$ cat config.mk
export PLATFORM = sky130hd
export DESIGN_NAME = uart_tx_fifo
export DESIGN_NICKNAME = d
export VERILOG_FILES = /design/src/rtl/uart_tx_fifo.sv
export SDC_FILE = /design/constraint.sdc
export NUM_CORES = 1
export LEC_CHECK = 0
export ABC_CLOCK_PERIOD_IN_PS = 12900
export BUFFER_PORTS_ARGS = -buffer_cell sky130_fd_sc_hd__buf_2
export CORE_AREA = 3 3 186 115
export DETAILED_ROUTE_END_ITERATION = 6
export DIE_AREA = 0 0 189 118
export GPL_ROUTABILITY_DRIVEN = 0
export MAX_ROUTING_LAYER = met4
export SLEW_MARGIN = 10
export SYNTH_ARGS = -nofsm -noshare
export SYNTH_HDL_FRONTEND = slang
export SYNTH_SLANG_ARGS = --single-unit
$ cat constraint.sdc
create_clock -name clk -period 12.9 [get_ports clk]
set_input_delay 1.29 -clock clk [delete_from_list [all_inputs] [get_ports clk]]
set_output_delay 1.29 -clock clk [all_outputs]
set_load 0.02 [all_outputs]
$ cat src/rtl/uart_tx_fifo.sv
// uart_tx_fifo: UART transmitter with transmit FIFO, runtime baud divisor, parity and 1/2 stop bits
module uart_tx_fifo #(
  parameter int DATA_BITS  = 8,
  parameter int FIFO_DEPTH = 16,
  parameter int DIV_W      = 16
) (
  input  logic                          clk,
  input  logic                          reset_n,
  input  logic [DATA_BITS-1:0]          wr_data,
  input  logic                          wr_valid,
  output logic                          wr_ready,
  input  logic                          tx_en,
  input  logic [DIV_W-1:0]              baud_div,
  input  logic [1:0]                    parity_mode,
  input  logic                          two_stop,
  output logic                          tx_line,
  output logic                          tx_busy,
  output logic                          tx_done,
  output logic [$clog2(FIFO_DEPTH):0]   fifo_count
);
  localparam int AW = $clog2(FIFO_DEPTH);
  localparam int CW = AW + 1;
  localparam int BW = $clog2(DATA_BITS + 1);
  localparam logic [CW-1:0] FULL = CW'(FIFO_DEPTH);
  localparam logic [BW-1:0] LAST_BIT = BW'(DATA_BITS - 1);
  typedef enum logic [2:0] {IDLE, START, DATA, PARITY, STOP} state_t;
  state_t state;
  logic [DATA_BITS-1:0] mem [FIFO_DEPTH];
  logic [AW-1:0] wr_ptr, rd_ptr;
  logic [DATA_BITS-1:0] shreg;
  logic [DIV_W-1:0] div_l, cnt;
  logic [BW-1:0] bit_idx;
  logic par, par_en, par_odd, two_l, stop2;
  logic push, pop, last, frame_end;
  assign wr_ready  = fifo_count != FULL;
  assign push      = wr_valid && wr_ready;
  assign last      = cnt == div_l - DIV_W'(1);
  assign frame_end = state == STOP && last && (stop2 || !two_l);
  // A new frame is popped from IDLE or straight out of the final stop period.
  assign pop       = tx_en && fifo_count != '0 && (state == IDLE || frame_end);
  always_ff @(posedge clk) begin
    if (push) mem[wr_ptr] <= wr_data;
  end
  always_ff @(posedge clk or negedge reset_n) begin
    if (!reset_n) begin
      wr_ptr     <= '0;
      rd_ptr     <= '0;
      fifo_count <= '0;
      state      <= IDLE;
      shreg      <= '0;
      div_l      <= DIV_W'(1);
      cnt        <= '0;
      bit_idx    <= '0;
      par        <= 1'b0;
      par_en     <= 1'b0;
      par_odd    <= 1'b0;
      two_l      <= 1'b0;
      stop2      <= 1'b0;
      tx_line    <= 1'b1;
      tx_busy    <= 1'b0;
      tx_done    <= 1'b0;
    end else begin
      wr_ptr     <= wr_ptr + AW'(push);
      rd_ptr     <= rd_ptr + AW'(pop);
      fifo_count <= fifo_count + CW'(push) - CW'(pop);
      tx_done    <= frame_end;
      if (pop) begin
        shreg   <= mem[rd_ptr];
        par     <= ^mem[rd_ptr];
        div_l   <= baud_div == '0 ? DIV_W'(1) : baud_div;
        par_en  <= parity_mode == 2'b01 || parity_mode == 2'b10;
        par_odd <= parity_mode == 2'b10;
        two_l   <= two_stop;
        cnt     <= '0;
        bit_idx <= '0;
        stop2   <= 1'b0;
        state   <= START;
        tx_line <= 1'b0;
        tx_busy <= 1'b1;
      end else if (state != IDLE) begin
        cnt <= last ? '0 : cnt + DIV_W'(1);
        if (last) begin
          case (state)
            START: begin
              state   <= DATA;
              tx_line <= shreg[0];
            end
            DATA: begin
              if (bit_idx == LAST_BIT) begin
                state   <= par_en ? PARITY : STOP;
                tx_line <= par_en ? par ^ par_odd : 1'b1;
              end else begin
                bit_idx <= bit_idx + BW'(1);
                shreg   <= shreg >> 1;
                tx_line <= shreg[1];
              end
            end
            PARITY: begin
              state   <= STOP;
              tx_line <= 1'b1;
            end
            default: begin
              if (two_l && !stop2) stop2 <= 1'b1;
              else begin
                state   <= IDLE;
                tx_line <= 1'b1;
                tx_busy <= 1'b0;
              end
            end
          endcase
        end
      end
    end
  end
endmodule

Word-level counts from Yosys, hierarchy flattened. Memory sizes are Yosys's and may differ from the RTL's. Index checks and enable logic that the tools add are counted.

Bits in registers: 68. Bits in latches: 0. Bits in writable memories: 128. ROM bits: 0. Input bits: 31. Output and inout bits: 9. Word-level logic and storage cells: 105. Memories kept: 1.

$add $sub $neg: 7. Multiply operators: 0. Div/mod/pow operators: 0. Magnitude comparators: 0. Equality and inequality tests: 14. Shift operators: 0. Mux-type cells: 40. Bitwise gates (word level): 1. Reductions and logical operators: 26.

Memory list: mem (depth 16, width 8, rd ports 1, clocked after memory_dff 0, wr ports 1, RTL line 28) `logic [DATA_BITS-1:0] mem [FIFO_DEPTH];`.

Operator list (number): 2-to-1 mux 16 bit (4); 2-to-1 mux 8 bit (5); 2-to-1 mux 4 bit (5); 2-to-1 mux 1 bit (18); 2-to-1 mux 3 bit (6); adder 16 x 1 -> 16 bit, second input constant (1); == test 16 bit (1); logical NOT 16 bit (1); AND reduction 4 bit (4); subtractor 16 x 1 -> 16 bit, second input constant (1); one-hot mux 3 bit (3 select lines) (1); adder 4 x 1 -> 4 bit (2); nonzero test 2 bit (4); parity 8 bit (1); == test 3 x 2 -> 1 bit, second input constant (2); logical AND 1 bit (6); adder 5 x 1 -> 5 bit (1); inequality test 5 x 2 -> 1 bit, second input constant (1); inequality test 5 bit, second input constant (1); nonzero test 5 bit (1); subtractor 5 x 1 -> 5 bit (1); adder 4 x 1 -> 4 bit, second input constant (1); == test 4 x 3 -> 1 bit, second input constant (1); inequality test 2 bit, second input constant (2); other kinds (14) (17).

Longest topological paths before layout.
Depth in word-level cells: 8. Gate-level depth with buffers: 19. Depth with buffers taken out: 17.

Least setup slack after synthesis. Ideal clock, no wire load.

Path type: flip-flop to flip-flop. From: register div_l[1]. To: register fifo_count[4]. Setup time: 0.123 ns. Arrival: 3.912 ns. Data required time: 12.777 ns. Path slack: 8.865 ns. Cell stages (with the launch flop): 19. Buffers on the path: 2. Clock period less this slack: 4.035 ns. Cell sequence: dfrtp_1 inv_1 ha_1 or4b_1 buf_2 or4b_4 a21oi_2 nor3_2 a21oi_2 inv_4 buf_2 ha_1 inv_1 ha_1 fa_1 a21oi_1 nor2_1 nor2_1 xnor2_1.

Cells in the longest elaborated chain, start to end: 7.

RTL lines: from (decl) (RTL line 31) `logic [DIV_W-1:0] div_l, cnt;`; from (signal assigned) (RTL line 70) `div_l <= baud_div == '0 ? DIV_W'(1) : baud_div;`; subtractor 16 x 1 -> 16 bit (RTL line 37) `assign last = cnt == div_l - DIV_W'(1);`; == test 16 bit (RTL line 37); logical AND 1 bit (2 in series) (RTL line 38) `assign frame_end = state == STOP && last && (stop2 || !two_l);`; logical OR 1 bit (RTL line 40) `assign pop = tx_en && fifo_count != '0 && (state == IDLE || frame_end);`; logical AND 1 bit (RTL line 40); named net pop (RTL line 34) `logic push, pop, last, frame_end;`; subtractor 5 x 1 -> 5 bit (RTL line 65) `fifo_count <= fifo_count + CW'(push) - CW'(pop);`; to (signal assigned) (RTL line 65); to (decl) (RTL line 19) `output logic [$clog2(FIFO_DEPTH):0] fifo_count`.

The timed path passes the listed nets, and every way through them passes these cells. A chain may end at the register's enable or synchronous reset.

Worst setup path after layout.
From: register div_l[1]. To: register fifo_count[4].

Cells in the longest elaborated chain, start to end: 7.

RTL lines (RTL line): subtractor 16 x 1 -> 16 bit (37); == test 16 bit (37); logical AND 1 bit (2 in series) (38); logical OR 1 bit (40); logical AND 1 bit (40); subtractor 5 x 1 -> 5 bit (65).

No other way between the ends.

==> key figures <==
Power
  – Tot Pwr: approximately 0.0022 W
  – Leak Pwr: 3.65 nW
  – VDD IR max: approximately 160 uV
  – PD cells: 225 mW/mm^2

Synthesis
  – Mapped Nets: between 600 and 700
  – Mean Syn Cell Area: roughly 14 um^2
  – Synth warn: 0
  – Syn Inst Count: approximately 630
  – Number of unique standard cell types used by synthesis: between 60 and 70
  – EDFF count, synth: around 130
  – Sequential area share after synthesis: 0.627
  – Yosys reg bits: just under 200
  – Post-synth ARST share: 0.347
  – Post-Synthesis Cell Area: between 0.008 and 0.009 mm^2
  – Synth Flop Type: edfxtp_1

Timing
  – RSZ-0062 raised after global routing: false
  – FMAX: 0.213 GHz
  – Period utilisation layout: 0.365
  – Final hold vios: 0
  – # setup viols final: 0
  – Minimum clock period: between 4 and 5 ns
  – Final Slew Violations: 0
  – Sum Neg Setup Slack: 0 ns
  – Worst-margin pin slew: about 1.2 ns
  – Slew headroom: 0.178
  – Worst clock skew: ~0.012 ns

Hold path
  – Hold WC Path Type: reg2reg

Clocking
  – Total clock buffers created by CTS: 17
  – Clock Tree Buf Depth: 2
  – CTS root buffer: clkbuf_16
  – TritonCTS clock tree: built
  – Post_cts resized: 0
  – Hold Buf Count CTS: 0
  – Clock transition at path regs: around 0.07 ns
  – Postcts setup bufs: 0
  – Htree depth: 4
  – Clk sinks: just under 200
  – Clk Latency, worst-skew pair: 0.44 ns

Final layout
  – Util after Layout: 0.496
  – Final Non-Filler Cells: 951
  – Diode count: 0
  – Most frequent cells in the layout: edfxtp_1, dfrtp_1, nor2_1
  – Total Nets Final: 712
  – Leading cell type in the layout, fill and taps excluded: edfxtp_1
  – Area Growth Syn to Fin: 11.2%
  – Share of cells above drive strength 1: 0.181

Critical path
  – Worst Setup Start Kind: flop
  – Crit. End Element: flop
  – CP Max Fanout: 33
  – Worst EP required: approximately 13 ns
  – Worst Path Arrival: 5.06 ns
  – Critical path class: reg2reg

Placement
  – Placed Cells: 920
  – Port Buffers: 39
  – Final HPWL DP: 13.5 mm

Floorplanning
  – Row cnt: 40
  – IO Count: 40
  – Starting density of the core: 0.446
  – Core box area: 0.0199 mm^2
  – Die X-Extent: ~190 um
  – Die Area: approximately 0.022 mm^2
  – Chip height: around 120 um

Global routing
  – Initial antenna violation count: 0
  – Number of global-route vias before repair: roughly 5300
  – Gr usage total: 0.187
  – Pin count of the biggest net entering global routing: a little under 70
  – Global-route wire length before repair: 30.7 mm
  – Grt ovf: 0

Outcome
  – Run status: finished clean

Detailed routing
  – WL per Instance: 20.4 um
  – DR iter-0 viols: 513
  – Post-DRT Antenna Nets: 0
  – WL final: 19.4 mm
  – Vias per inst: around 5.6
  – DRC: 0
  – Drt pass-1 iters: 5
  – Total vias in the final route: around 5300

Run
  – Max Cap Viol: 0
## cell usage after synthesis (3+ instances only)
cell type  number  share of area
edfxtp_1      128           0.43
dfrtp_1        66           0.19
nor2_1         52          0.022
mux2i_1        32          0.036
nand2_1        30          0.013
xnor2_1        26          0.026
xor2_1         21          0.021
o21ai_0        20          0.011
a21oi_1        19          0.011
clkbuf_1       17         0.0072
a221oi_1       16          0.016
inv_1          16         0.0068
mux4_2         16          0.041
ha_1           14          0.020
mux2_4         14          0.024
nor3_1         14         0.0079
nand3_1        11         0.0062
a22oi_1         8         0.0068
a221o_1         7         0.0079
buf_2           7         0.0040
nand2b_1        7         0.0049
nand4_1         7         0.0049
nor4_1          7         0.0049
and3_1          6         0.0042
nor2b_1         5         0.0035
a21o_1          4         0.0034
and2_1          4         0.0028
or3_1           4         0.0028
or4_1           4         0.0034
mux2_2          3         0.0038
nand3b_1        3         0.0025
## worst max-delay path, cell delays in order, from the launching register on
cell	delay, ns
dfrtp_1	0.40
inv_1	0.07
ha_1	0.25
or4b_1	0.61
or4b_4	0.59
a21oi_2	0.29
nor3_2	0.09
a21oi_2	0.48
inv_4	0.34
ha_1	0.38
inv_1	0.04
ha_1	0.20
fa_1	0.40
a21oi_1	0.16
nor2_1	0.06
nor2_1	0.12
xnor2_1	0.14
## cell families (layout without fill, tap and decap cells)
group	after synthesis	in the layout	share of synthesized area
DFF	196	196	0.627
and+or+nand+nor	166	166	0.0976
xor gates and xnor gates	47	47	0.0465
AOI/OAI and AO/OA	98	98	0.0804
buffers and inverters	45	91	0.0225
muxes	65	65	0.104
adders and majority gates	15	15	0.0220
## worst paths after layout
kind	start	end	slack, ns	depth (start not counted)
worst max-delay path	div_l[1]$_DFFE_PN0N_	fifo_count[4]$_DFF_PN0_	8.20	16
worst min-delay path	tx_busy$_DFFE_PN0P_	tx_busy$_DFFE_PN0P_	0.50	1
worst max register to register	div_l[1]$_DFFE_PN0N_	fifo_count[4]$_DFF_PN0_	8.20	16
worst min register to register	tx_busy$_DFFE_PN0P_	tx_busy$_DFFE_PN0P_	0.50	1
max in group asynchronous	reset_n	rd_ptr[0]$_DFF_PN0_	11.23	2
min in group asynchronous	reset_n	div_l[4]$_DFFE_PN0N_	1.02	2
## per-stage QoR
step	hold slack, ns	area, um^2	setup slack, ns
floorplan	0.463	8850	8.86
global placement	0.460	9290	8.43
detailed placement	0.486	9290	8.26
CTS	0.511	9840	8.24
global route	0.528	9850	7.79
finish	0.501	9850	8.20
## where the power goes
part | switching [W] | internal, W | total (W) | leakage, nW
sequential | 0.000130 | 0.000792 | 0.000922 | 1.99
combinational | 0.000449 | 0.000349 | 0.000798 | 1.40
clock | 0.000247 | 0.000252 | 0.000499 | 0.267
total | 0.000826 | 0.00139 | 0.00222 | 3.65
## layout make-up
| type | instances | area (um^2) |
|---|---|---|
| tap | 273 | 342 |
| inverter | 17 | 66.3 |
| multi-input combinational | 391 | 3120 |
| sequential | 196 | 5550 |
| fill | 1701 | 10000 |
| timing repair buffer | 43 | 225 |
| clock inverter | 14 | 123 |
| clock buffer | 17 | 425 |
## layer usage
layer  global-route usage  routed length, um
met5                    -                  0
met4               0.0474                184
met3               0.0515               1410
met2                0.231               7700
met1                0.297              10100
## sequential cells by signal (all words and copies together) (netlist names), 3 cells and up
| name | count |
|---|---|
| mem | 128 |
| cnt | 16 |
| div_l | 16 |
| shreg | 8 |
| fifo_count | 5 |
| bit_idx | 4 |
| rd_ptr | 4 |
| wr_ptr | 4 |
| state | 3 |
(Power assumes the default switching activity.)
